<file path="src/rtl/apu_pkg.sv">
// Shared constants and helpers for the apu_aout_mc multichannel audio output block.
package apu_pkg;

  localparam int unsigned CHANNELS_MIN = 1;
  localparam int unsigned CHANNELS_MAX = 8;
  localparam int unsigned SAMPLE_W_MIN = 8;
  localparam int unsigned SAMPLE_W_MAX = 24;
  localparam int unsigned OSR_LOG2_MIN = 0;
  localparam int unsigned OSR_LOG2_MAX = 6;

  localparam int unsigned INTERVAL_W   = 8;
  localparam int unsigned PHASE_W      = 9;
  localparam int unsigned INTERVAL_MIN = 4;
  localparam int unsigned PHASE_INC    = 4;
  localparam int unsigned VOL_W        = 8;

  // Effective tick period in quarter-cycles; periods below one cycle saturate to one.
  function automatic logic [PHASE_W-1:0] eff_interval(input logic [INTERVAL_W-1:0] iv);
    if (iv < INTERVAL_W'(INTERVAL_MIN)) begin
      return PHASE_W'(INTERVAL_MIN);
    end
    return PHASE_W'(iv);
  endfunction

endpackage

</file>
<file path="src/rtl/apu_aout_mc_sdm.sv">
// First-order sigma-delta modulator for one channel; sample is two's complement,
// modulated as offset binary so that a zero sample yields a 1,0 square wave.
module apu_aout_mc_sdm #(
  parameter int unsigned SAMPLE_W = 16
) (
  input  logic                clk,
  input  logic                rst_n,
  input  logic                en,
  input  logic [SAMPLE_W-1:0] sample,
  output logic                pwm
);

  logic [SAMPLE_W-1:0] acc_q;
  logic [SAMPLE_W-1:0] d_c;
  logic [SAMPLE_W:0]   sum_c;

  assign d_c   = {~sample[SAMPLE_W-1], sample[SAMPLE_W-2:0]};
  assign sum_c = {1'b0, acc_q} + {1'b0, d_c};

  // Carry out of the accumulator is the one-bit density output.
  always_ff @(posedge clk or negedge rst_n) begin
    if (!rst_n) begin
      acc_q <= '0;
      pwm   <= 1'b0;
    end else if (!en) begin
      acc_q <= '0;
      pwm   <= 1'b0;
    end else begin
      acc_q <= sum_c[SAMPLE_W-1:0];
      pwm   <= sum_c[SAMPLE_W];
    end
  end

endmodule

</file>
<file path="src/rtl/apu_aout_mc.sv">
// Multichannel audio output: fractional tick generator, frame slot/hold logic with
// sticky underrun, and one sigma-delta modulator per channel.
// Optional per-channel volume scaling is built when APU_AOUT_MC_VOLUME_EN is defined.
module apu_aout_mc
  import apu_pkg::*;
#(
  parameter int unsigned CHANNELS = 2,
  parameter int unsigned SAMPLE_W = 16,
  parameter int unsigned OSR_LOG2 = 4
) (
  input  logic                         clk,
  input  logic                         rst_n,
  input  logic                         en,
  input  logic [INTERVAL_W-1:0]        interval,
  input  logic [CHANNELS*SAMPLE_W-1:0] s_data,
  input  logic                         s_valid,
  output logic                         s_ready,
  input  logic                         underrun_clr,
`ifdef APU_AOUT_MC_VOLUME_EN
  input  logic [CHANNELS*VOL_W-1:0]    vol,
`endif
  output logic                         underrun,
  output logic                         tick,
  output logic [CHANNELS-1:0]          pwm
);

  localparam int unsigned CNT_W = (OSR_LOG2 > 0) ? OSR_LOG2 : 1;

  logic [PHASE_W-1:0]           phase_q;
  logic [PHASE_W-1:0]           ival_c;
  logic [PHASE_W-1:0]           phase_sum_c;
  logic [PHASE_W-1:0]           phase_next_c;
  logic                         tick_c;
  logic                         slot_c;
  logic [CNT_W-1:0]             cnt_q;
  logic [CHANNELS*SAMPLE_W-1:0] hold_q;

  // Phase accumulator compare; a lowered interval that leaves the residue out of
  // range restarts the phase instead of emitting a burst of catch-up ticks.
  always_comb begin
    ival_c       = eff_interval(interval);
    phase_sum_c  = phase_q + PHASE_W'(PHASE_INC);
    tick_c       = (phase_sum_c >= ival_c);
    phase_next_c = phase_sum_c;
    if (tick_c) begin
      phase_next_c = phase_sum_c - ival_c;
      if (phase_next_c >= ival_c) begin
        phase_next_c = '0;
      end
    end
    slot_c = tick_c && ((OSR_LOG2 == 0) || (cnt_q == '0));
  end

  // Rate generator and frame slot strobes.
  always_ff @(posedge clk or negedge rst_n) begin
    if (!rst_n) begin
      phase_q <= '0;
      cnt_q   <= '0;
      tick    <= 1'b0;
      s_ready <= 1'b0;
    end else if (!en) begin
      phase_q <= '0;
      cnt_q   <= '0;
      tick    <= 1'b0;
      s_ready <= 1'b0;
    end else begin
      phase_q <= phase_next_c;
      tick    <= tick_c;
      s_ready <= slot_c;
      if (tick_c && (OSR_LOG2 != 0)) begin
        cnt_q <= cnt_q + CNT_W'(1);
      end
    end
  end

  // Frame capture and sticky underrun; a new underrun beats a simultaneous clear.
  always_ff @(posedge clk or negedge rst_n) begin
    if (!rst_n) begin
      hold_q   <= '0;
      underrun <= 1'b0;
    end else if (!en) begin
      hold_q   <= '0;
    end else begin
      if (s_ready && s_valid) begin
        hold_q <= s_data;
      end
      if (s_ready && !s_valid) begin
        underrun <= 1'b1;
      end else if (underrun_clr) begin
        underrun <= 1'b0;
      end
    end
  end

  for (genvar ch = 0; ch < CHANNELS; ch++) begin : g_ch
    logic [SAMPLE_W-1:0] samp_c;
    logic [SAMPLE_W-1:0] scaled_c;

    assign samp_c = hold_q[ch*SAMPLE_W +: SAMPLE_W];

`ifdef APU_AOUT_MC_VOLUME_EN
    // Signed sample times unsigned volume, then arithmetic shift by 8.
    logic signed [SAMPLE_W+VOL_W:0] prod_c;
    assign prod_c   = (SAMPLE_W+VOL_W+1)'($signed(samp_c))
                    * (SAMPLE_W+VOL_W+1)'($signed({1'b0, vol[ch*VOL_W +: VOL_W]}));
    assign scaled_c = SAMPLE_W'(prod_c >>> VOL_W);
`else
    assign scaled_c = samp_c;
`endif

    apu_aout_mc_sdm #(
      .SAMPLE_W (SAMPLE_W)
    ) u_sdm (
      .clk    (clk),
      .rst_n  (rst_n),
      .en     (en),
      .sample (scaled_c),
      .pwm    (pwm[ch])
    );
  end

endmodule

</file>
<file path="config.mk">
export PLATFORM = sky130hd
export DESIGN_NAME = apu_aout_mc
export DESIGN_NICKNAME = d
export VERILOG_FILES = /design/src/rtl/apu_pkg.sv /design/src/rtl/apu_aout_mc_sdm.sv /design/src/rtl/apu_aout_mc.sv
export SDC_FILE = /design/constraint.sdc
export NUM_CORES = 1
export LEC_CHECK = 0
export BUFFER_PORTS_ARGS = -buffer_cell sky130_fd_sc_hd__buf_4
export CAP_MARGIN = 10
export CORE_UTILIZATION = 28
export DETAILED_ROUTE_END_ITERATION = 7
export PLACE_DENSITY = 0.51
export SLEW_MARGIN = 20
export SYNTH_ARGS = -nofsm -noshare
export SYNTH_HDL_FRONTEND = slang
export SYNTH_SLANG_ARGS = --single-unit
</file>
<file path="constraint.sdc">
create_clock -name clk -period 7.9 [get_ports clk]
set_input_delay 1.58 -clock clk [delete_from_list [all_inputs] [get_ports clk]]
set_output_delay 1.58 -clock clk [all_outputs]
set_load 0.05 [all_outputs]
</file>
==> qor.yml <==
status: "finished clean"
path_class: "in2reg"
mostFrequentLayoutCell: "dfrtp_1"
dieHeight_um: 136
synth.area.top_cells: "dfrtp_1 41%, ha_1 12%, a22o_1 5.6%, a21oi_1 3.3%, nor2_1 3.2%"
tightestPinTransition_ns: 0.875
cellPowerDensity_nw_per_um2: 239
antenna_found_initial: 0
finalCritPeriodShare: 0.632
final_cell_mix: "82 x dfrtp_1, 50 x buf_4, 49 x ha_1"
cts_post_setup_buffers_inserted: 0
rr_startpoint: "phase_q[2]"
synthesis.area_um2: 5000
hp-start: "underrun"
grt_pass1_wl_um: 18800
period_minus_slack_ns: 4.99
ys_ff_latch: 82
relSlewSlack: 0.417
worstHoldPathCells: 2
drt_iter0_drc: 222
postSynthCellCount: 504
postRouteAntennaNets: 0
io-pin-count: 50
dp.cells: 758
min_to: "underrun"
wl_per_cell_um: 14.5
drc_errors: 0
hold_buffers: 0
max-vdd-ir-drop_uv: 124
utilization: 0.339
start_kind: "input port"
startpoint: "interval[6]"
port_buffers: 49
cap_viol_max_count: 0
worstHoldPathType: "reg2reg"
area_delta_synth_final_pct: 17.6
leakage_nw: 2.99
rsz0062_at_grt: "false"
firstDrtPassIters: 4
rrSetupSlack_ns: 4.12
ys_warn_count: 0
fin_setup_tns_ns: 0
end_kind: "flop"
synth-seq-area-share: 0.410
nets: 641
htree_num_levels: 3
rows: 48
cts_buffers: 9
timing.fmax_ghz: 0.200
arrival_ns: 5.24
synth_top_area_cell: "dfrtp_1"
fp.dieW_um: 136
wirelength_um: 11200
finalWeightedCongestion: 0.844
synth_top_area_share: 0.410
hold_viol_final: 0
overflow: 0
cts_tree: "built"
root_buffer: "clkbuf_16"
synth_edf_count: 0
crit_fanout: 9
clkLatencyLatePin_ns: 0.33
fin_cells: 773
clkSinkCount: 82
grt_usage: 0.130
synth_cell_types: 59
setup_viol: 0
cts_buffer_depth: 2
die_area_um2: 18400
cp.required_ns: 8.15
path_clk_slew_ns: 0.06
start_util: 0.288
skew_ns: 0.00871
avgSynthCellArea_um2: 9.93
routed_via_density: 4.94
synth-main-ff-cell: "dfrtp_1"
r2r_cells: 12
cts_resized: 0
syn_nets: 601
async_reset_ff_frac: 1.00
diodes: 0
grt_max_degree: 83
coreArea_um2: 17400
grt_pass1_vias: 3855
vias: 3820
final_layout_size_suffix_gt1_frac: 0.141
r2r_end: "phase_q[1]"
dp_hpwl_um: 8100
slew_viol_final: 0
[through the flow]
stage          worst slack, ns  area, µm²  hold WS, ns  total power [mW]
2_1_floorplan             3.15       5000        0.473             0.858
3_3_place_gp              2.72       5580        0.473             0.970
3_5_place_dp              2.57       5580        0.486             0.986
4_1_cts                   2.92       5880        0.502              1.43
5_1_grt                   2.69       5890        0.520              1.50
6_report                  2.91       5890        0.497              1.41
[state kept, by name (all words and copies together), names as in the netlist]
| name | count |
|---|---|
| tick | 1 |
| hold_q | 32 |
| cnt_q | 4 |
| g_ch.u_sdm.pwm | 2 |
| underrun | 1 |
| g_ch.u_sdm.acc_q | 32 |
| s_ready | 1 |
| phase_q | 9 |
[Yosys cell counts (10+ instances only)]
| library cell | n |
|---|---|
| o21ai_0 | 19 |
| nand2_1 | 35 |
| xnor2_1 | 18 |
| a21o_1 | 20 |
| a22o_1 | 32 |
| nand2b_1 | 10 |
| xor2_1 | 16 |
| clkbuf_1 | 16 |
| ha_1 | 49 |
| dfrtp_1 | 82 |
| nor2_1 | 43 |
| a21oi_1 | 33 |
| inv_1 | 18 |
| nand3_1 | 13 |
[per-layer routing]
layer  global-route usage  wire [µm]  up-vias
li1                     -          -     1901
met3               0.0258        399        8
met4               0.0337        107        0
met2                0.216       5340       68
met1                0.170       5360     1843
met5                    0          0        -
[where the power goes]
group	switching, mW	total (mW)	leakage [nW]	internal, mW
registers	0.0364	0.500	1.12	0.464
clock network	0.152	0.426	0.147	0.275
logic	0.279	0.481	1.72	0.202
total	0.467	1.41	2.99	0.941
[worst max path at each step]
stage / end / slack, ns / depth (start not counted)
global placement: phase_q[3] / 2.72 / 16
CTS: phase_q[5] / 2.92 / 16
floorplan: phase_q[7] / 3.15 / 16
finish: phase_q[1] / 2.91 / 16
detailed placement: phase_q[1] / 2.57 / 16
global route: phase_q[1] / 2.69 / 17
[final cells by class]
| type | count | area, µm² |
|---|---|---|
| fillers | 1770 | 11500 |
| multi-input cells | 381 | 2790 |
| flip-flops and latches | 82 | 2050 |
| repair buffers | 51 | 387 |
| well taps | 225 | 282 |
| clock buffers | 12 | 236 |
| inverters | 19 | 71.3 |
| clock inverters | 3 | 65.1 |
[kinds of logic (layout without fill, tap and decap cells)]
logic type / after synthesis / in the layout / synth area share
AND/OR/NAND/NOR: 140 / 140 / 0.135
flip-flops: 82 / 82 / 0.410
XOR/XNOR: 34 / 34 / 0.0595
buffers and inverters: 41 / 85 / 0.0327
adder cells (fa/ha/maj): 53 / 53 / 0.137
other: 1 / 1 / 0.000749
multiplexers: 5 / 5 / 0.0100
AO/OA/AOI/OAI: 148 / 148 / 0.215
[critical path: stages]
cell and delay [ns]:
buf_4 0.12, or3_1 0.40, o21ai_0 0.34, inv_1 0.11
fa_1 0.47, a21o_1 0.18, a31oi_1 0.18, a221oi_1 0.17
xnor2_1 0.24, ha_1 0.29, a21oi_1 0.19, nand2b_1 0.08
o31ai_1 0.22, o211a_1 0.38, nand3_1 0.13, a21oi_1 0.15
Power figures use the tool's default switching activity.
